$ cat src/rtl/dbus_timer_pkg.sv
// rtl/dbus_timer_pkg.sv - register map and bit positions shared by the timer, bus decoder and software headers
package dbus_timer_pkg;

    localparam int WINDOW_BYTES = 32;
    localparam int WINDOW_LSB   = $clog2(WINDOW_BYTES);

    localparam logic [2:0] OFS_MTIME_LO = 3'd0;
    localparam logic [2:0] OFS_MTIME_HI = 3'd1;
    localparam logic [2:0] OFS_CMP_LO   = 3'd2;
    localparam logic [2:0] OFS_CMP_HI   = 3'd3;
    localparam logic [2:0] OFS_CTRL     = 3'd4;
    localparam logic [2:0] OFS_STATUS   = 3'd5;
    localparam logic [2:0] OFS_PRESCALE = 3'd6;
    localparam logic [2:0] OFS_RSVD     = 3'd7;

    localparam int CTRL_EN_BIT     = 0;
    localparam int CTRL_IE_BIT     = 1;
    localparam int STATUS_PEND_BIT = 0;

endpackage

$ cat src/rtl/timer_counter.sv
// rtl/timer_counter.sv - 64-bit mtime counter advanced by a 16-bit prescaler
module timer_counter
    import dbus_timer_pkg::*;
(
    input  logic        clk,
    input  logic        rst_n,
    input  logic        en,
    input  logic [15:0] prescale,
    input  logic        cnt_clr,
    input  logic        wr_lo,
    input  logic        wr_hi,
    input  logic [31:0] wdata,
    output logic [63:0] mtime
);

    logic [15:0] pre_cnt;
    logic        tick;

    assign tick = en && (pre_cnt == prescale);

    always_ff @(posedge clk or negedge rst_n) begin
        if (!rst_n) begin
            pre_cnt <= 16'd0;
        end else if (cnt_clr) begin
            pre_cnt <= 16'd0;
        end else if (en) begin
            pre_cnt <= tick ? 16'd0 : pre_cnt + 16'd1;
        end
    end

    // A software write to either half wins over a coincident tick; the tick is lost.
    always_ff @(posedge clk or negedge rst_n) begin
        if (!rst_n) begin
            mtime <= 64'd0;
        end else if (wr_lo) begin
            mtime[31:0] <= wdata;
        end else if (wr_hi) begin
            mtime[63:32] <= wdata;
        end else if (tick) begin
            mtime <= mtime + 64'd1;
        end
    end

endmodule

$ cat src/rtl/dbus_timer.sv
// rtl/dbus_timer.sv - memory-mapped 64-bit timer with compare interrupt on the core data bus
module dbus_timer
    import dbus_timer_pkg::*;
#(
    parameter logic [15:0] BASE_ADDR    = 16'hFF00,
    parameter logic [15:0] PRESCALE_RST = 16'd0
) (
    input  logic        clk,
    input  logic        rst_n,
    input  logic [15:0] dbus_addr,
    input  logic [31:0] dbus_write,
    input  logic        dbus_wen,
    input  logic        dbus_ren,
    output logic [31:0] dbus_read,
    output logic        dbus_hit,
    output logic        interrupt
);

    logic        hit;
    logic [2:0]  ofs;
    logic        wr;
    logic [63:0] mtime;
    logic [63:0] cmp;
    logic [31:0] shadow;
    logic [15:0] prescale;
    logic        ctrl_en;
    logic        ctrl_ie;
    logic        pend;
    logic        irq_src;
    logic        irq_prev;
    logic [31:0] rdata;
    logic        unused_inputs;

    assign unused_inputs = ^{dbus_ren, dbus_addr[1:0]};

    assign hit     = (dbus_addr[15:WINDOW_LSB] == BASE_ADDR[15:WINDOW_LSB]);
    assign ofs     = dbus_addr[4:2];
    assign wr      = dbus_wen && hit;
    assign irq_src = pend && ctrl_ie;

    timer_counter u_counter (
        .clk      (clk),
        .rst_n    (rst_n),
        .en       (ctrl_en),
        .prescale (prescale),
        .cnt_clr  (wr && (ofs == OFS_CTRL || ofs == OFS_PRESCALE)),
        .wr_lo    (wr && ofs == OFS_MTIME_LO),
        .wr_hi    (wr && ofs == OFS_MTIME_HI),
        .wdata    (dbus_write),
        .mtime    (mtime)
    );

    always_comb begin
        rdata = 32'd0;
        if (hit) begin
            case (ofs)
                OFS_MTIME_LO: rdata = mtime[31:0];
                OFS_MTIME_HI: rdata = shadow;
                OFS_CMP_LO:   rdata = cmp[31:0];
                OFS_CMP_HI:   rdata = cmp[63:32];
                OFS_CTRL: begin
                    rdata[CTRL_EN_BIT] = ctrl_en;
                    rdata[CTRL_IE_BIT] = ctrl_ie;
                end
                OFS_STATUS:   rdata[STATUS_PEND_BIT] = pend;
                OFS_PRESCALE: rdata[15:0] = prescale;
                OFS_RSVD:     rdata = 32'd0;
                default:      rdata = 32'd0;
            endcase
        end
    end

    // Reading MTIME_LO snapshots the high half so a LO-then-HI pair is never torn.
    always_ff @(posedge clk or negedge rst_n) begin
        if (!rst_n) begin
            dbus_read <= 32'd0;
            dbus_hit  <= 1'b0;
            shadow    <= 32'd0;
        end else begin
            dbus_read <= rdata;
            dbus_hit  <= hit;
            if (hit && ofs == OFS_MTIME_LO) begin
                shadow <= mtime[63:32];
            end
        end
    end

    always_ff @(posedge clk or negedge rst_n) begin
        if (!rst_n) begin
            cmp      <= 64'hFFFF_FFFF_FFFF_FFFF;
            ctrl_en  <= 1'b0;
            ctrl_ie  <= 1'b0;
            prescale <= PRESCALE_RST;
        end else if (wr) begin
            case (ofs)
                OFS_CMP_LO: cmp[31:0]  <= dbus_write;
                OFS_CMP_HI: cmp[63:32] <= dbus_write;
                OFS_CTRL: begin
                    ctrl_en <= dbus_write[CTRL_EN_BIT];
                    ctrl_ie <= dbus_write[CTRL_IE_BIT];
                end
                OFS_PRESCALE: prescale <= dbus_write[15:0];
                default: ;
            endcase
        end
    end

    // A true compare outranks a same-cycle W1C so a still-expired deadline stays pending.
    always_ff @(posedge clk or negedge rst_n) begin
        if (!rst_n) begin
            pend      <= 1'b0;
            irq_prev  <= 1'b0;
            interrupt <= 1'b0;
        end else begin
            if (mtime >= cmp) begin
                pend <= 1'b1;
            end else if (wr && ofs == OFS_STATUS && dbus_write[STATUS_PEND_BIT]) begin
                pend <= 1'b0;
            end
            irq_prev  <= irq_src;
            interrupt <= irq_src && !irq_prev;
        end
    end

endmodule
$ cat config.mk
export PLATFORM = sky130hd
export DESIGN_NAME = dbus_timer
export DESIGN_NICKNAME = d
export VERILOG_FILES = /design/src/rtl/dbus_timer_pkg.sv /design/src/rtl/timer_counter.sv /design/src/rtl/dbus_timer.sv
export SDC_FILE = /design/constraint.sdc
export NUM_CORES = 1
export LEC_CHECK = 0
export ABC_AREA = 1
export ABC_CLOCK_PERIOD_IN_PS = 2600
export CAP_MARGIN = 20
export CORE_MARGIN = 5
export CORE_UTILIZATION = 44
export DETAILED_ROUTE_END_ITERATION = 10
export DONT_BUFFER_PORTS = 1
export PLACE_DENSITY = 0.68
export SYNTH_ARGS = -nofsm -noshare
export SYNTH_HDL_FRONTEND = slang
export SYNTH_HIERARCHICAL = 1
export SYNTH_SLANG_ARGS = --single-unit
$ cat constraint.sdc
create_clock -name clk -period 2.6 [get_ports clk]
set_clock_uncertainty 0.2 [all_clocks]
set_input_delay 0.26 -clock clk [delete_from_list [all_inputs] [get_ports clk]]
set_output_delay 0.26 -clock clk [all_outputs]
set_load 0.01 [all_outputs]
==> Word level (Yosys, flattened, before mapping) <==
Cells that the tools add are included.
{ "totals": {"register_bits": 230, "in_bits": 52, "output_inout_bits": 34, "elab_cells": 65} }
{ "op_classes": {"add_sub_neg": 2, "order_cmp": 1, "n_eq_ne": 10, "n_mux": 14, "n_bitwise": 1, "reduce_logical": 23} }
{ "op_table": {"columns": ["cell", "n"], "rows": [
  ["$mux 32", 4],
  ["$pmux 14 s5", 1],
  ["$add 64x1->64 const B", 1],
  ["$ge 64x64->1", 1],
  ["$mux 64", 1],
  ["$pmux 16 s4", 1],
  ["$mux 16", 3],
  ["$add 16x1->16 const B", 1],
  ["$eq 16x16->1", 1],
  ["$eq 3x3->1 const B", 4],
  ["$reduce_and 2->1", 6],
  ["$eq 11x11->1 const B", 1],
  ["$logic_and 1x1->1", 10],
  ["$pmux 1 s8", 1],
  ["$reduce_bool 2->1", 4],
  ["$eq 3x2->1 const B", 2],
  ["$pmux 1 s6", 1],
  ["$eq 3x1->1 const B", 1],
  ["$logic_not 3->1", 1],
  ["$mux 1", 2],
  ["$ne 2x1->1 const B", 1],
  ["$logic_not 1->1", 1],
  ["$logic_or 1x1->1", 1],
  ["$not 1->1", 1]
]} }

==> Depth between registers and ports, before layout <==
{ "depth": {"ltp_word": 6, "mapped_depth": 17, "ltp_nobuf": 15} }

==> Cells and area by module <==
The synthesis kept the hierarchy.
{ "by_module_without_submodules": {"columns": ["module", "instances", "cells_per_inst", "area_each_um2", "seq_area_each_um2"], "rows": [
  ["dbus_timer", 1, 1032, 8316.7, 3833.7],
  ["timer_counter", 1, 1025, 6246.0, 2001.9]
]} }

==> Least setup slack after synthesis <==
OpenSTA, ideal clock, no wires.
{ "synth_timing": {"path_kind": "in2reg", "startpoint": "input port dbus_addr[7]", "endpoint": "register u_counter.mtime[45]", "t_arrival_ns": 2.088, "required_time_ns": 2.283, "slack_ns": 0.195, "cell_stages": 16, "cell_sequence": "inv_1 nand2_1 nor3_1 and2b_1 nand2_2 nor2_4 buf_6 buf_6 inv_1 nor2_1 buf_2 clkinv_1 clkbuf_1 or2_2 nand3_2 nand2_1"} }
{ "synth_between": {"elab_chain_len": 5, "word_cells_on_any_way": 8} }
{ "synth_rtl": {"columns": ["item", "line_no", "source"], "rows": [
  ["start: declaration", "dbus_timer.sv:10", "input logic [15:0] dbus_addr,"],
  ["$eq 11x11->1 (*)", "dbus_timer.sv:36", "assign hit = (dbus_addr[15:WINDOW_LSB] == BASE_ADDR[15:WINDOW_LSB]);"],
  ["$logic_and 1x1->1 (*)", "dbus_timer.sv:38", "assign wr = dbus_wen && hit;"],
  ["$logic_and 1x1->1 (on tied branches)", "dbus_timer.sv:48, dbus_timer.sv:47", null],
  ["$reduce_bool 2->1 (no line) or $not 1->1 (tied branches)", null, null],
  ["$reduce_and 2->1 (no line)", null, null],
  ["end signal: assignment", "timer_counter.sv:38", "mtime[63:32] <= wdata;"],
  ["end signal: assignment", "timer_counter.sv:40", "mtime <= mtime + 64'd1;"],
  ["end: declaration", "timer_counter.sv:13", "output logic [63:0] mtime"]
]} }
Every way passes the cells marked *; elsewhere a longest branch is shown, timed or not.
A chain may end at the register's enable or synchronous reset.

==> Final worst setup path <==
{ "layout_timing": {"startpoint": "input port dbus_addr[4]", "endpoint": "register u_counter.mtime[27]"} }
{ "layout_between": {"elab_chain_len": 4, "word_cells_on_any_way": 8} }
{ "layout_rtl": {"columns": ["item", "line_no", "source"], "rows": [
  ["$eq 3x1->1 or $logic_not 3->1 (tied branches)", "dbus_timer.sv:48, dbus_timer.sv:47", null],
  ["$logic_and 1x1->1 (on tied branches)", "dbus_timer.sv:48, dbus_timer.sv:47", null],
  ["$ne 2x1->1 (no line) or $reduce_bool 2->1 (tied branches)", null, null],
  ["$reduce_and 2->1 (no line)", null, null],
  ["end signal: assignment", "timer_counter.sv:36", "mtime[31:0] <= wdata;"],
  ["end signal: assignment", "timer_counter.sv:40", null]
]} }
Several ways; a longest one is shown, not always the timed one.

==> run_results.csv <==
group,metric,value,unit
die,initial_utilization,44.65,%
die,std_cell_rows,66,
pwr,internal_pwr_total,6.117,mW
critical_path,cp-start-kind,"input port",
synth,syn_nets,2175,
cts,cts_tree,"built",
layout,area_growth,15.17,%
cts,cts_setup_buffers,0,
critical_path,cp.buffers_inverters,5,
pwr,power.density,470.9,nW/um2
layout,drive_gt1_share,11.00,%
sta,post_layout_minimum_cycle_time,2.395,ns
sta,final.period_utilization,92.10,%
pwr,seq_power_share,45.5,%
routing,final_routed_wirelength_across_all_metal_layers,49180,um
routing,post-route-drc-count,0,
min_path,hold_class,"in2async",
critical_path,worstPathMaxFanout,31,
pwr,static-leakage-power,7.869,nW
cts,max-clock-path-buffers,3,
cts,clock_insertion_delay_at_the_later_pin_of_the_skew_report,0.55,ns
global_routing,vias_in_the_first_global_route,13710,
sta,setup_viol,0,
critical_path,crit_path_max_incr_delay,0.71,ns
routing,vias,14150,
sta,max_freq,0.4176,GHz
pwr,switching_power_share_of_the_total,22.55,%
critical_path,crit_path_end_kind,"register",
placed_design,numPortBuffers,0,
cts,cts_made_buffers,28,
routing,drt-wirelength-per-cell,18.94,um
die,die_w,191.9,um
die,dieArea,36840,um2
synth,top_cell_type_by_total_area_after_synthesis,"sky130_fd_sc_hd__dfrtp_1",
critical_path,worst_path_most_repeated_cell,"sky130_fd_sc_hd__nand2_1",
cts,htree_num_levels,1,
global_routing,grt_first_pass_wirelength,76920,um
global_routing,globalRouteMet2Util,42.37,%
pwr,p_sw,1.781,mW
sta,tightest_slew,0.7287,ns
global_routing,globalRouteOverflowTotal,0,
critical_path,critPathSlowestCell,"sky130_fd_sc_hd__dlygate4sd3_1",
routing,violation_count_after_the_first_detailed_routing_iteration,1277,
layout,mostFrequentLayoutCell,"sky130_fd_sc_hd__nand2_1",
cts,path_clk_slew,0.06,ns
synth,synthesized_area,14560,um2
cts,tritoncts_num_sinks,230,
synth,synthArstFlopShare,100.0,%
die,core_area,32620,um2
critical_path,reg_to_reg_endpoint,"pend",
critical_path,worstPathRequired,2.89,ns
job,maxCapViolations,0,
critical_path,crit_chain,"dlygate4sd3_1 -> inv_2 -> buf_4 -> nand2_1 -> nor2_4 -> inv_2 -> buf_4 -> nand2_1 -> nand2_1 -> nand2_1 -> nand2_1",
pwr,p_comb_share,3.2,%
routing,vias_per_cell,5.449,
sta,slew_violations,0,
pwr,pwr-share-clk,51.3,%
sta,final.setup.tns,0,ns
layout,layout.cells.most_common_list,"sky130_fd_sc_hd__nand2_1 (705), sky130_fd_sc_hd__nor2_1 (239), sky130_fd_sc_hd__nand3_1 (211)",
synth,synth-warning-count,6,
cts,cts-hold-fix-buffers,48,
critical_path,worstSetupPathType,"in2reg",
synth,syn_avg_cell_area,7.080,um2
critical_path,crit_path_arrival_time,2.68,ns
global_routing,grt_start_max_net_pins,231,
synth,synth.distinct_cells,40,
critical_path,reg2reg_depth,9,
critical_path,reg_to_reg_slack_setup,0.32,ns
routing,dr.pass1.iters,6,
sta,final_critical_path_setup_slack,0.2053,ns
run_status,failed_checks,"negative hold slack",
global_routing,grt_util_all_layers,26.56,%
pwr,vdd_drop_max,0.5502,mV
global_routing,grt_use_met3,4.653,%
critical_path,worstReg2RegStart,"cmp[39]",
sta,final-hold-violation-count,230,
global_routing,busiest_layer,"met2",
synth,yosys_most_used_dff,"sky130_fd_sc_hd__dfrtp_1",
global_routing,met1_usage,37.20,%
cts,cts_root_buf,"sky130_fd_sc_hd__clkbuf_16",
sta,grt_setup_unrepaired,"false",
synth,synth_edf_count,0,
synth,biggest_area_contributors_in_the_synthesized_netlist,"sky130_fd_sc_hd__dfrtp_1 (29%), sky130_fd_sc_hd__nand2_1 (18%), sky130_fd_sc_hd__dfstp_2 (12%)",
synth,ys_ff_latch,230,
sta,hold_ws,-0.7933,ns
cts,cts.repair.resized,0,
placed_design,post-place-ws,0.2164,ns
die,num_io_pins,86,
global_routing,antenna_found_initial,3,
routing,antenna_violating_nets_post_route,0,
synth,post_synth_inst_count,2057,
run_status,status,"finished, violations left",
critical_path,timing.critical_path.max_delay_family,"buffers and inverters",
die,die_height,191.9,um
synth,proportion_of_synthesized_chip_area_in_sequential_cells,40.07,%
sta,max-slew-margin-rel,51.42,%
synth,yosysTopAreaCellShare,28.52,%
placed_design,gpl.final_weighted_congestion,0.9563,
layout,nNetsFinal,2251,
placed_design,dp_hpwl,35830,um
-- layer usage --
layer / wire (um) / share of wire, %
met1: 21720 / 44
met2: 21940 / 45
met3: 4063 / 8.3
met4: 1445 / 2.9
met5: 13 / 0.026
-- synthesized netlist by cell type (8+ instances only) --
master,instances
sky130_fd_sc_hd__inv_1,183
sky130_fd_sc_hd__buf_2,26
sky130_fd_sc_hd__nor2_2,8
sky130_fd_sc_hd__a221oi_1,23
sky130_fd_sc_hd__inv_2,9
sky130_fd_sc_hd__clkbuf_1,31
sky130_fd_sc_hd__xor2_1,23
sky130_fd_sc_hd__o21ai_0,64
sky130_fd_sc_hd__o211ai_1,15
sky130_fd_sc_hd__o21bai_1,14
sky130_fd_sc_hd__o22ai_1,9
sky130_fd_sc_hd__xnor2_1,17
sky130_fd_sc_hd__nand4_1,22
sky130_fd_sc_hd__a21oi_1,79
sky130_fd_sc_hd__dfstp_2,64
sky130_fd_sc_hd__nand3_1,211
sky130_fd_sc_hd__ha_1,66
sky130_fd_sc_hd__or2_2,9
sky130_fd_sc_hd__dfrtp_1,166
sky130_fd_sc_hd__nor3_1,10
sky130_fd_sc_hd__buf_4,9
sky130_fd_sc_hd__nand2_1,705
sky130_fd_sc_hd__nor2_1,242
-- kinds of logic (layout without fill, tap and decap cells) --
kind of cell               after synthesis  count (layout)  share of synthesized area [%]
buffers and inverters                  272             369                          7.775
and+or+nand+nor                       1232            1232                          35.29
xor gates and xnor gates                40              40                          2.406
other                                    0               1                              0
adders and majority gates               66              66                          5.671
AOI/OAI and AO/OA                      217             217                          8.789
DFF                                    230             230                          40.07
-- power groups by stage --
stage          sequential [mW]  clock (mW)  combinational, mW
5_1_grt                   3.60        4.27              0.268
4_1_cts                   3.60        4.11              0.247
3_3_place_gp              3.66           0              0.147
2_1_floorplan             3.66           0             0.0942
6_report                  3.60        4.05              0.252
3_5_place_dp              3.66           0              0.149
-- worst register-to-register path, stage by stage (launching register included) --
cell,delay (ns)
sky130_fd_sc_hd__dfstp_2,0.56
sky130_fd_sc_hd__inv_1,0.05
sky130_fd_sc_hd__ha_1,0.29
sky130_fd_sc_hd__a21o_1,0.17
sky130_fd_sc_hd__nor2_1,0.36
sky130_fd_sc_hd__nand2_1,0.12
sky130_fd_sc_hd__nand2_1,0.11
sky130_fd_sc_hd__a21oi_1,0.08
sky130_fd_sc_hd__nor2_1,0.11
sky130_fd_sc_hd__nand2_1,0.09
-- registers in the layout, indices dropped and copies added (netlist names) --
signal / count
irq_prev: 1
u_counter/mtime: 64
cmp: 64
dbus_read: 32
interrupt: 1
pend: 1
shadow: 32
prescale: 16
dbus_hit: 1
u_counter/pre_cnt: 16
ctrl_ie: 1
ctrl_en: 1
-- cell type report --
| class | instances | area, um2 |
|---|---|---|
| fillers | 3175 | 15850 |
| multi-input cells | 1555 | 7612 |
| flip-flops and latches | 230 | 5836 |
| repair buffers | 123 | 1094 |
| clock buffers | 38 | 799.5 |
| inverters | 195 | 732.0 |
| well taps | 442 | 553.0 |
| clock inverters | 13 | 143.9 |
| diodes | 1 | 2.502 |
-- worst max path at each step --
stage / startpoint / end / slack, ns / depth (start not counted)
floorplan: dbus_addr[7] / u_counter/mtime[45] / 0.20 / 16
global placement: dbus_addr[7] / u_counter/mtime[62] / 0.24 / 13
detailed placement: dbus_addr[7] / u_counter/mtime[3] / 0.22 / 14
CTS: dbus_addr[4] / u_counter/mtime[25] / 0.26 / 11
global route: dbus_addr[4] / u_counter/mtime[25] / 0.05 / 11
finish: dbus_addr[4] / u_counter/mtime[27] / 0.21 / 11
-- through the flow --
stage                     power [mW]  utilization, %  hold WS [ns]  instances  instance area [um2]
final                          7.898           51.42       -0.7933       2597                16770
after global placement         3.804           47.02       -0.2299       2496                15340
after CTS                      7.954           51.41       -0.8135       2596                16770
after detailed placement       3.807           47.05       -0.2287       2497                15350
after global routing           8.138           51.41       -0.8208       2596                16770
after floorplan                3.752               -       -0.2356       2057                14560
Note: power is estimated with default switching activity, not from simulation.
